[config.mk]
export PLATFORM = sky130hd
export DESIGN_NAME = skin_bbox_tracker
export DESIGN_NICKNAME = d
export VERILOG_FILES = /design/src/rtl/skin_bbox_tracker.sv
export SDC_FILE = /design/constraint.sdc
export NUM_CORES = 1
export LEC_CHECK = 0
export BUFFER_PORTS_ARGS = -buffer_cell sky130_fd_sc_hd__buf_4
export CORE_MARGIN = 3
export CORE_UTILIZATION = 56
export CTS_BUF_LIST = sky130_fd_sc_hd__clkbuf_8
export DETAILED_ROUTE_END_ITERATION = 16
export PLACE_DENSITY = 0.79
export SYNTH_ARGS = -nofsm -noshare
export SYNTH_HDL_FRONTEND = slang
export SYNTH_SLANG_ARGS = --single-unit
[constraint.sdc]
create_clock -name iclk -period 5.5 [get_ports iclk]
set_clock_uncertainty 0.05 [all_clocks]
set_input_delay 1.1 -clock iclk [delete_from_list [all_inputs] [get_ports iclk]]
set_output_delay 1.1 -clock iclk [all_outputs]
set_load 0.005 [all_outputs]
[src/rtl/skin_bbox_tracker.sv]
// rtl/skin_bbox_tracker.sv - per-frame skin bounding box and pixel count over the eroded mask stream
// Optional SKIN_BBOX_HOLD_EN: box outputs keep the previous values on frames without a detection.
module skin_bbox_tracker #(
    parameter int H_ACTIVE   = 320,
    parameter int V_ACTIVE   = 240,
    parameter int XW         = 9,
    parameter int YW         = 8,
    parameter int CW         = 17,
    parameter int MIN_PIXELS = 16
) (
    input  logic          iclk,
    input  logic          irst,
    input  logic          iDATA,
    input  logic          iDVAL,
    input  logic          iSOF,
    output logic [XW-1:0] oXMIN,
    output logic [XW-1:0] oXMAX,
    output logic [YW-1:0] oYMIN,
    output logic [YW-1:0] oYMAX,
    output logic [CW-1:0] oCOUNT,
    output logic          oFOUND,
    output logic          oVALID,
    output logic          oERR
);
    typedef enum logic [1:0] {IDLE, ACTIVE, DONE} state_t;

    localparam logic [XW-1:0] LAST_X = XW'(H_ACTIVE - 1);
    localparam logic [YW-1:0] LAST_Y = YW'(V_ACTIVE - 1);

    state_t        state_q, state_d;
    logic [XW-1:0] x_q, x_d, xmin_q, xmin_d, xmax_q, xmax_d;
    logic [YW-1:0] y_q, y_d, ymin_q, ymin_d, ymax_q, ymax_d;
    logic [CW-1:0] cnt_q, cnt_d;
    logic          seen_q, seen_d;
    logic [XW-1:0] rxmin_q, rxmin_d, rxmax_q, rxmax_d;
    logic [YW-1:0] rymin_q, rymin_d, rymax_q, rymax_d;
    logic [CW-1:0] rcnt_q, rcnt_d;
    logic          rfound_q, rfound_d;
    logic          err_q, err_d;
    logic          pix, found;

    always_comb begin
        state_d  = state_q;
        x_d      = x_q;
        y_d      = y_q;
        xmin_d   = xmin_q;
        xmax_d   = xmax_q;
        ymin_d   = ymin_q;
        ymax_d   = ymax_q;
        cnt_d    = cnt_q;
        seen_d   = seen_q;
        rxmin_d  = rxmin_q;
        rxmax_d  = rxmax_q;
        rymin_d  = rymin_q;
        rymax_d  = rymax_q;
        rcnt_d   = rcnt_q;
        rfound_d = rfound_q;
        err_d    = 1'b0;
        found    = 1'b0;
        pix      = iDVAL && (iSOF || state_q == ACTIVE);

        if (iSOF) begin
            // Restarting after pixels were accepted throws away a partial frame
            err_d   = (state_q == ACTIVE) && seen_q;
            state_d = ACTIVE;
            x_d     = '0;
            y_d     = '0;
            xmin_d  = '1;
            xmax_d  = '0;
            ymin_d  = '1;
            ymax_d  = '0;
            cnt_d   = '0;
            seen_d  = 1'b0;
        end else if (state_q == DONE) begin
            state_d = IDLE;
        end

        if (pix) begin
            seen_d = 1'b1;
            if (iDATA) begin
                if (x_d < xmin_d) xmin_d = x_d;
                if (x_d > xmax_d) xmax_d = x_d;
                if (y_d < ymin_d) ymin_d = y_d;
                if (y_d > ymax_d) ymax_d = y_d;
                if (cnt_d != '1) cnt_d = cnt_d + 1'b1;
            end
            if (x_d == LAST_X && y_d == LAST_Y) begin
                found    = int'(cnt_d) >= MIN_PIXELS;
                rcnt_d   = cnt_d;
                rfound_d = found;
                if (found) begin
                    rxmin_d = xmin_d;
                    rxmax_d = xmax_d;
                    rymin_d = ymin_d;
                    rymax_d = ymax_d;
                end else begin
`ifdef SKIN_BBOX_HOLD_EN
                    rxmin_d = rxmin_q;
                    rxmax_d = rxmax_q;
                    rymin_d = rymin_q;
                    rymax_d = rymax_q;
`else
                    rxmin_d = '0;
                    rxmax_d = '0;
                    rymin_d = '0;
                    rymax_d = '0;
`endif
                end
                state_d = DONE;
                x_d     = '0;
                y_d     = '0;
            end else if (x_d == LAST_X) begin
                x_d = '0;
                y_d = y_d + 1'b1;
            end else begin
                x_d = x_d + 1'b1;
            end
        end
    end

    always_ff @(posedge iclk or posedge irst) begin
        if (irst) begin
            state_q  <= IDLE;
            x_q      <= '0;
            y_q      <= '0;
            xmin_q   <= '1;
            xmax_q   <= '0;
            ymin_q   <= '1;
            ymax_q   <= '0;
            cnt_q    <= '0;
            seen_q   <= 1'b0;
            rxmin_q  <= '0;
            rxmax_q  <= '0;
            rymin_q  <= '0;
            rymax_q  <= '0;
            rcnt_q   <= '0;
            rfound_q <= 1'b0;
            err_q    <= 1'b0;
        end else begin
            state_q  <= state_d;
            x_q      <= x_d;
            y_q      <= y_d;
            xmin_q   <= xmin_d;
            xmax_q   <= xmax_d;
            ymin_q   <= ymin_d;
            ymax_q   <= ymax_d;
            cnt_q    <= cnt_d;
            seen_q   <= seen_d;
            rxmin_q  <= rxmin_d;
            rxmax_q  <= rxmax_d;
            rymin_q  <= rymin_d;
            rymax_q  <= rymax_d;
            rcnt_q   <= rcnt_d;
            rfound_q <= rfound_d;
            err_q    <= err_d;
        end
    end

    assign oXMIN  = rxmin_q;
    assign oXMAX  = rxmax_q;
    assign oYMIN  = rymin_q;
    assign oYMAX  = rymax_q;
    assign oCOUNT = rcnt_q;
    assign oFOUND = rfound_q;
    assign oVALID = (state_q == DONE);
    assign oERR   = err_q;
endmodule

; Word-level counts from Yosys, hierarchy flattened
; Cells that the tools add are included.
[word_totals]
register_bits = 124
output_inout_bits = 54
word_cells = 75
[op_classes]
muxes = 40
n_lt_le_gt_ge = 5
n_eq_ne = 5
addsub = 3
n_reduce_logical = 6
[op_table]
columns = cell, count
row1 = 9-bit 2-to-1 mux, 14
row2 = 8-bit 2-to-1 mux, 14
row3 = 17-bit 2-to-1 mux, 5
row4 = "17-bit by 1-bit adder with 17-bit output, second input constant", 1
row5 = "17-bit by 5-bit greater-or-equal comparator with 1-bit output, second input constant", 1
row6 = "17-bit inequality test, second input constant", 1
row7 = "9-bit by 1-bit adder with 9-bit output, second input constant", 1
row8 = "9-bit equality test, second input constant", 1
row9 = 9-bit greater-than comparator, 1
row10 = 9-bit less-than comparator, 1
row11 = "8-bit by 1-bit adder with 8-bit output, second input constant", 1
row12 = "8-bit equality test, second input constant", 1
row13 = 8-bit greater-than comparator, 1
row14 = 8-bit less-than comparator, 1
row15 = 2-bit 2-to-1 mux, 4
row16 = 1-bit logical AND, 3
row17 = 1-bit 2-to-1 mux, 3
row18 = "2-bit by 1-bit equality test with 1-bit output, second input constant", 1
row19 = "2-bit equality test, second input constant", 1
row20 = 2-bit AND reduction, 1
row21 = 2-bit nonzero test, 1
row22 = 1-bit logical OR, 1

; Depth between registers and ports, before layout
; Gate-level depths: netlist of run 1.
[depth]
depth_word = 7
mapped_depth = 16
depth_no_buf = 11

; Least setup slack after synthesis of run 1
; Ideal clock, no wire load.
[synth_timing]
kind = input -> register
from = in iSOF
to = reg xmin_q[0]
path_stages = 14
path_slack_ps = 1058
setup_time_ps = 75
arrival_ps = 4317
path_buffers = 6
path_cell_list = buf_6 -> clkbuf_1 -> buf_1 -> clkbuf_1 -> buf_1 -> nor2_1 -> ha_1 -> a21o_1 -> a21o_1 -> a221o_1 -> a21boi_0 -> and2_1 -> buf_2 -> mux2i_1
[synth_between]
elab_chain_len = 5
[synth_rtl]
columns = element, line_no
row1 = from (decl), 15  ; input logic iSOF,
row2 = 9-bit 2-to-1 mux, 62  ; if (iSOF) begin
row3 = 9-bit less-than comparator, 81  ; if (x_d < xmin_d) xmin_d = x_d;
row4 = 9-bit 2-to-1 mux, 81
row5 = 9-bit 2-to-1 mux, 80  ; if (iDATA) begin
row6 = 9-bit 2-to-1 mux (*), 78  ; if (pix) begin
row7 = via xmin_d[0], 31  ; logic [XW-1:0] x_q, x_d, xmin_q, xmin_d, xmax_q, xmax_d;
row8 = to (signal assigned), 143  ; xmin_q <= xmin_d;
row9 = to (decl), 31
; Mark *: on every way through the listed nets, which the timed path passes. The rest lies on a longest branch.
; A chain may end at the register's enable or synchronous reset.

; Final worst setup path of run 1
; Ends and elaborated chain as after synthesis.

==> run_results.csv, run 1 <==
group,metric,value,unit
run_status,status,"finished clean",
clocking,cts.htree.levels,4,
layout,design_area,7850,um^2
clocking,ctsHoldBuffers,0,
layout,stdcell_count,943,
logic_synthesis,synth_top_area_cell,"dfrtp_1",
setup_path,slowest_stage,"and2_1",
setup_path,rrSetupSlack,2110,ps
logic_synthesis,synth_area,6890,um^2
setup_path,worstSetupEndpointType,"flop",
timing,fin_setup_tns,0,ps
logic_synthesis,ys_ff_latch,124,
die,start_util,58.9,%
logic_synthesis,seq_area_frac_synth,45.3,%
logic_synthesis,synth_fp_nets,778,
grt,grt_pass1_wl,28.2,mm
setup_path,crit_fanout,25,
placed_design,io_buffers,58,
drt,wire_per_inst,18.3,um
layout,multiInputGateArea,3460,um^2
clocking,cts.repair.resized,0,
drt,drt_iter0_drc,496,
layout,post-route-util,67.0,%
logic_synthesis,avgSynthCellArea,9.34,um^2
die,die_y,117,um
drt,routed_wl,17.2,mm
timing,hold_violations,0,
logic_synthesis,synth_top_area_share,38.8,%
setup_path,cp_num_buf_inv,3,
timing,slew_headroom,30.8,%
die,die_w,117,um
layout,antenna_cells,0,
timing,timing.fmax,0.237,GHz
setup_path,crit_chain,"buf_4 -> inv_2 -> nand2_1 -> inv_1 -> ha_1 -> a21oi_1 -> o21ai_0 -> a221o_1 -> a21boi_0 -> and2_1 -> mux2i_1",
layout,fillers,922,
drt,antenna_left,0,
min_path,worstHoldPathType,"reg2reg",
setup_path,arrival,4530,ps
timing,rsz0062_at_grt,"no",
logic_synthesis,synthMostInstantiatedCell,"dfrtp_1",
die,std_cell_rows,39,
pwr,cellPowerDensity,251,nW/um^2
clocking,cts_tree,"built",
run,max-cap-violations,0,
layout,areaGrowthSynthToFinish,13.9,%
timing,worst_pin_slew,1040,ps
setup_path,crit_type,"in2reg",
pwr,p_leak,3.99,nW
timing,setup_viol,0,
die,dieArea,13700,um^2
die,pin_count,59,
setup_path,crit_path_start_kind,"primary input",
clocking,cts.sinks,124,
clocking,clk_latency,450,ps
clocking,clk_pin_slew_worst_paths,70,ps
drt,vias,5769,
logic_synthesis,netlist-cell-type-count,63,
grt,grt_overflow_total,0,
logic_synthesis,synth-edff-count,0,
die,core-area,11700,um^2
logic_synthesis,async_reset_ff_share,100,%
clocking,cts_root_buffer,"clkbuf_8",
logic_synthesis,synth_area_leaders,"dfrtp_1, dfstp_2, ha_1",
setup_path,required,5810,ps
layout,seq_area,3120,um^2
clocking,cts_buffers,17,
clocking,cts_setup_buffers,0,
logic_synthesis,ys.flop_type,"dfrtp_1",
placed_design,place_area,7390,um^2
layout,finalNetCount,827,
placed_design,dp_cells,911,
clocking,cts_buffer_depth,2,
logic_synthesis,syn_inst,738,
logic_synthesis,yosys-top-cells-count,"dfrtp_1, nand2_1, nor2_1",
setup_path,max_stage_delay,590,ps
pwr,vdd_drop_max,0.000194,V
timing,final_max_slew_viol_count,0,
placed_design,dp_hpwl,11.9,mm
grt,grt_max_degree,77,
grt,track_usage,26.6,%
timing,post-route-period-util,76.9,%
grt,grt_pass1_vias,5670,
layout,layout-drive-gt1-share,16.6,%
timing,min_period,4230,ps
logic_synthesis,yosysWarnings,0,
placed_design,gp_congestion,1.00,
drt,viasPerCell,6.12,
grt,antenna_found_initial,0,
drt,post-route-drc-count,0,
setup_path,crit_family,"compound AO/OA/AOI/OAI gates",
drt,drtPass1Iterations,6,
logic make-up after synthesis:
kind of cell	Yosys count	synth area share, %
DFF	124	45.3
adders and majority gates	35	6.35
and+or+nand+nor	304	21.4
xor gates and xnor gates	26	3.30
AOI/OAI and AO/OA	139	12.8
buffers and inverters	68	4.61
muxes	42	6.15
path summary, 6_finish.rpt:
check,startpoint,to,cells after the start
worst min register to register,oCOUNT[8],oCOUNT[8],2
worst max register to register,cnt_q[0],oXMIN[1],10
max in group asynchronous,irst,cnt_q[10],3
worst min-delay path,oCOUNT[8],oCOUNT[8],2
min in group asynchronous,irst,oYMIN[5],3
worst max-delay path,iSOF,xmin_q[0],11
cell usage in the layout (no fill, tap or decap), types with 5 or more instances in the layout:
cell type and n:
nor3_1 21, inv_1 27, nand2_1 98, a211oi_1 17, xor2_1 9, buf_4 68, clkbuf_8 22, or3_1 10
nand4_1 13, dfrtp_1 107, ha_1 35, a21o_1 9, and3_1 7, o21ai_0 34, nor2_1 82, nand2b_1 8
nor2b_1 15, nand3_1 16, mux2i_1 39, dfstp_2 17, and4_1 5, a21oi_1 31, o31ai_1 7, xnor2_1 17
a31oi_1 7
where the power goes:
group	internal, mW	switching, mW	leakage (nW)	total, mW
Sequential	0.937	0.00813	1.65	0.945
Combinational	0.0318	0.0765	2.11	0.108
Clock	0.553	0.367	0.223	0.920
Total	1.52	0.452	3.99	1.97
per-stage QoR:
stage          worst slack, ps  hold slack [ps]  total power [mW]
2_1_floorplan             1060              396              1.04
3_5_place_dp              1010              418              1.07
4_1_cts                   1480              435              1.98
5_1_grt                   1240              468              2.04
3_3_place_gp              1040              412              1.06
6_report                  1270              431              1.97
cell type report:
cell class / count / area share [%]
Clock buffer: 22 / 3.86
Clock inverter: 10 / 2.04
Inverter: 30 / 1.47
Multi-Input combinational cell: 546 / 44.1
Sequential cell: 124 / 39.8
Tap cell: 143 / 2.28
Timing Repair Buffer: 68 / 6.50
metal layers:
layer | wire length [um] | track usage (%)
met5 | 0 | 0
met4 | 420 | 10.2
met3 | 994 | 5.81
met2 | 8300 | 42.5
met1 | 7490 | 35.7
tightest hold or removal path: cells and delay by family (launching register included):
family        cells  cell delay (ps)
simple gates      2              100
flops             1              350
flip-flops by register name, summed over array words and instances (netlist names):
signal and flops:
cnt_q 17, oCOUNT 17, oXMAX 9, oXMIN 9
x_q 9, xmax_q 9, xmin_q 9, oYMAX 8
oYMIN 8, y_q 8, ymax_q 8, ymin_q 8
state_q 2, oERR 1, oFOUND 1, seen_q 1
Note: power is estimated with default switching activity, not from simulation.
==> run 2, diff against run 1 <==
--- a/config.mk
+++ b/config.mk
@@ -10,7 +10,7 @@
 export CORE_UTILIZATION = 56
 export CTS_BUF_LIST = sky130_fd_sc_hd__clkbuf_8
 export DETAILED_ROUTE_END_ITERATION = 16
-export PLACE_DENSITY = 0.79
+export PLACE_DENSITY = 0.82
 export SYNTH_ARGS = -nofsm -noshare
 export SYNTH_HDL_FRONTEND = slang
 export SYNTH_SLANG_ARGS = --single-unit
==> constraint.sdc (replaced) <==
create_clock -name iclk -period 3.6 [get_ports iclk]
set_clock_uncertainty 0.05 [all_clocks]
set_input_delay 0.72 -clock iclk [delete_from_list [all_inputs] [get_ports iclk]]
set_output_delay 0.72 -clock iclk [all_outputs]
set_load 0.005 [all_outputs]
==> run_results.csv, run 2 (synthesized netlist as in run 1, its figures left out) <==
group,metric,value,unit
clocking,cts_tree,"built",
setup_path,required,3910,ps
die,die_w,117,um
min_path,worstHoldPathType,"in2async",
grt,grt_pass1_vias,5936,
timing,setup_viol,0,
run,max-cap-violations,0,
drt,post-route-drc-count,0,
layout,final_common_cell,"dfrtp_1",
pwr,vdd_drop_max,0.000259,V
setup_path,rr_worst_depth,10,
timing,final_max_slew_viol_count,0,
drt,wire_per_inst,18.5,um
die,pin_count,59,
grt,grt_max_degree,98,
timing,worst_pin_slew,644,ps
drt,drtPass1Iterations,5,
drt,antenna_left,0,
timing,setup_slack,331,ps
placed_design,io_buffers,58,
timing,timing.fmax,0.306,GHz
run_status,status,"finished clean",
timing,fin_setup_tns,0,ps
pwr,cellPowerDensity,363,nW/um^2
timing,min_period,3270,ps
pwr,total_power,2.95,mW
clocking,cts_buffers,17,
pwr,p_sw_share,22.8,%
grt,grt_pass1_wl,29.6,mm
pwr,internal-power,2.28,mW
die,start_util,58.9,%
drt,viasPerCell,6.15,
pwr,comb_power_share,6.2,%
grt,track_usage,27.7,%
pwr,clkPwrFrac,44.8,%
setup_path,crit_type,"in2reg",
placed_design,dp_hpwl,12.6,mm
grt,antenna_found_initial,0,
setup_path,crit_path_start_kind,"primary input",
pwr,p_leak,4.18,nW
drt,vias,5997,
setup_path,arrival,3580,ps
clocking,clk_latency,440,ps
drt,drt_iter0_drc,498,
layout,design_area,8130,um^2
clocking,cts_setup_buffers,0,
setup_path,reg2reg_to,"oXMIN[8]",
clocking,cts.sinks,124,
clocking,cts_root_buffer,"clkbuf_8",
setup_path,rrSetupSlack,440,ps
layout,layout-drive-gt1-share,19.8,%
die,dieArea,13700,um^2
layout,mostFrequentLayoutCells,"dfrtp_1, nand2_1, buf_4",
setup_path,startpoint,"iSOF",
clocking,ctsHoldBuffers,0,
clocking,cts.htree.levels,4,
clocking,cts_buffer_depth,2,
placed_design,place_ws,57.3,ps
placed_design,dp_cells,943,
clocking,cts.repair.resized,0,
setup_path,crit_fanout,13,
setup_path,worstSetupEndpointType,"flop",
timing,post-route-period-util,90.8,%
layout,antenna_cells,0,
die,core-area,11700,um^2
grt,grt_overflow_total,0,
pwr,seqPwrFrac,49.0,%
timing,slew_headroom,57.0,%
layout,areaGrowthSynthToFinish,17.9,%
timing,hold_violations,0,
clocking,clk_pin_slew_worst_paths,70,ps
layout,finalNetCount,859,
die,std_cell_rows,39,
placed_design,place_area,7690,um^2
timing,rsz0062_at_grt,"no",
die,die_y,117,um
layout,stdcell_count,975,
pwr,switching_power,0.672,mW
placed_design,gp_congestion,0.927,
setup_path,r2r_start,"cnt_q[1]",
drt,routed_wl,18.0,mm
## run 2: cell count changes in the layout (fill, tap and decap cells not counted), moves of 3 or more
| cell | previous run | this run |
|---|---|---|
| buf_4 | 68 | 96 |
| buf_12 | 0 | 4 |
| clkinvlp_4 | 4 | 1 |
| inv_1 | 27 | 30 |
## run 2: stage by stage
stage / hold slack, ps / util [%]
4_1_cts: 315 / 69.4
3_5_place_dp: 415 / 65.7
3_3_place_gp: 409 / 65.7
5_1_grt: 327 / 69.4
2_1_floorplan: 396 / -
6_report: 313 / 69.4
## run 2: worst max-delay path by stage
stage           endpoint  slack, ps  cells past startpoint
3_5_place_dp   ymin_q[4]         60                     14
4_1_cts        xmax_q[5]        410                     12
2_1_floorplan   oXMIN[3]         20                     15
5_1_grt        xmax_q[0]        190                     12
3_3_place_gp    oXMIN[3]        130                     11
6_report       xmax_q[0]        330                     12
## run 2: final cells by class
class,count,area [um^2]
Clock buffer,23,317
Clock inverter,9,116
Fill cell,892,3590
Inverter,30,116
Multi-Input combinational cell,546,3470
Sequential cell,124,3120
Tap cell,143,179
Timing Repair Buffer,100,801
## run 2: critical path, stage by stage
cell and delay, ps:
buf_4 150, inv_2 180, buf_4 200, nand2_1 110, ha_1 200, a211o_1 300
or3_1 340, o211ai_1 220, nand2b_1 120, a21oi_1 280, or3_1 480, mux2i_1 270
## run 2: power by group through the flow
stage / clock network [mW] / registers, mW / logic (mW)
floorplan: 0 / 1.47 / 0.125
global placement: 0 / 1.47 / 0.171
detailed placement: 0 / 1.47 / 0.180
CTS: 1.33 / 1.44 / 0.183
global route: 1.40 / 1.45 / 0.201
finish: 1.32 / 1.45 / 0.183
## run 2: metal layers
metal	global-route usage, %	part of all wire, %	vias up
li1	-	-	2755
met4	12.2	3.5	0
met1	34.6	42	2934
met2	47.0	49	251
met3	5.45	6.3	57
met5	0	0	-
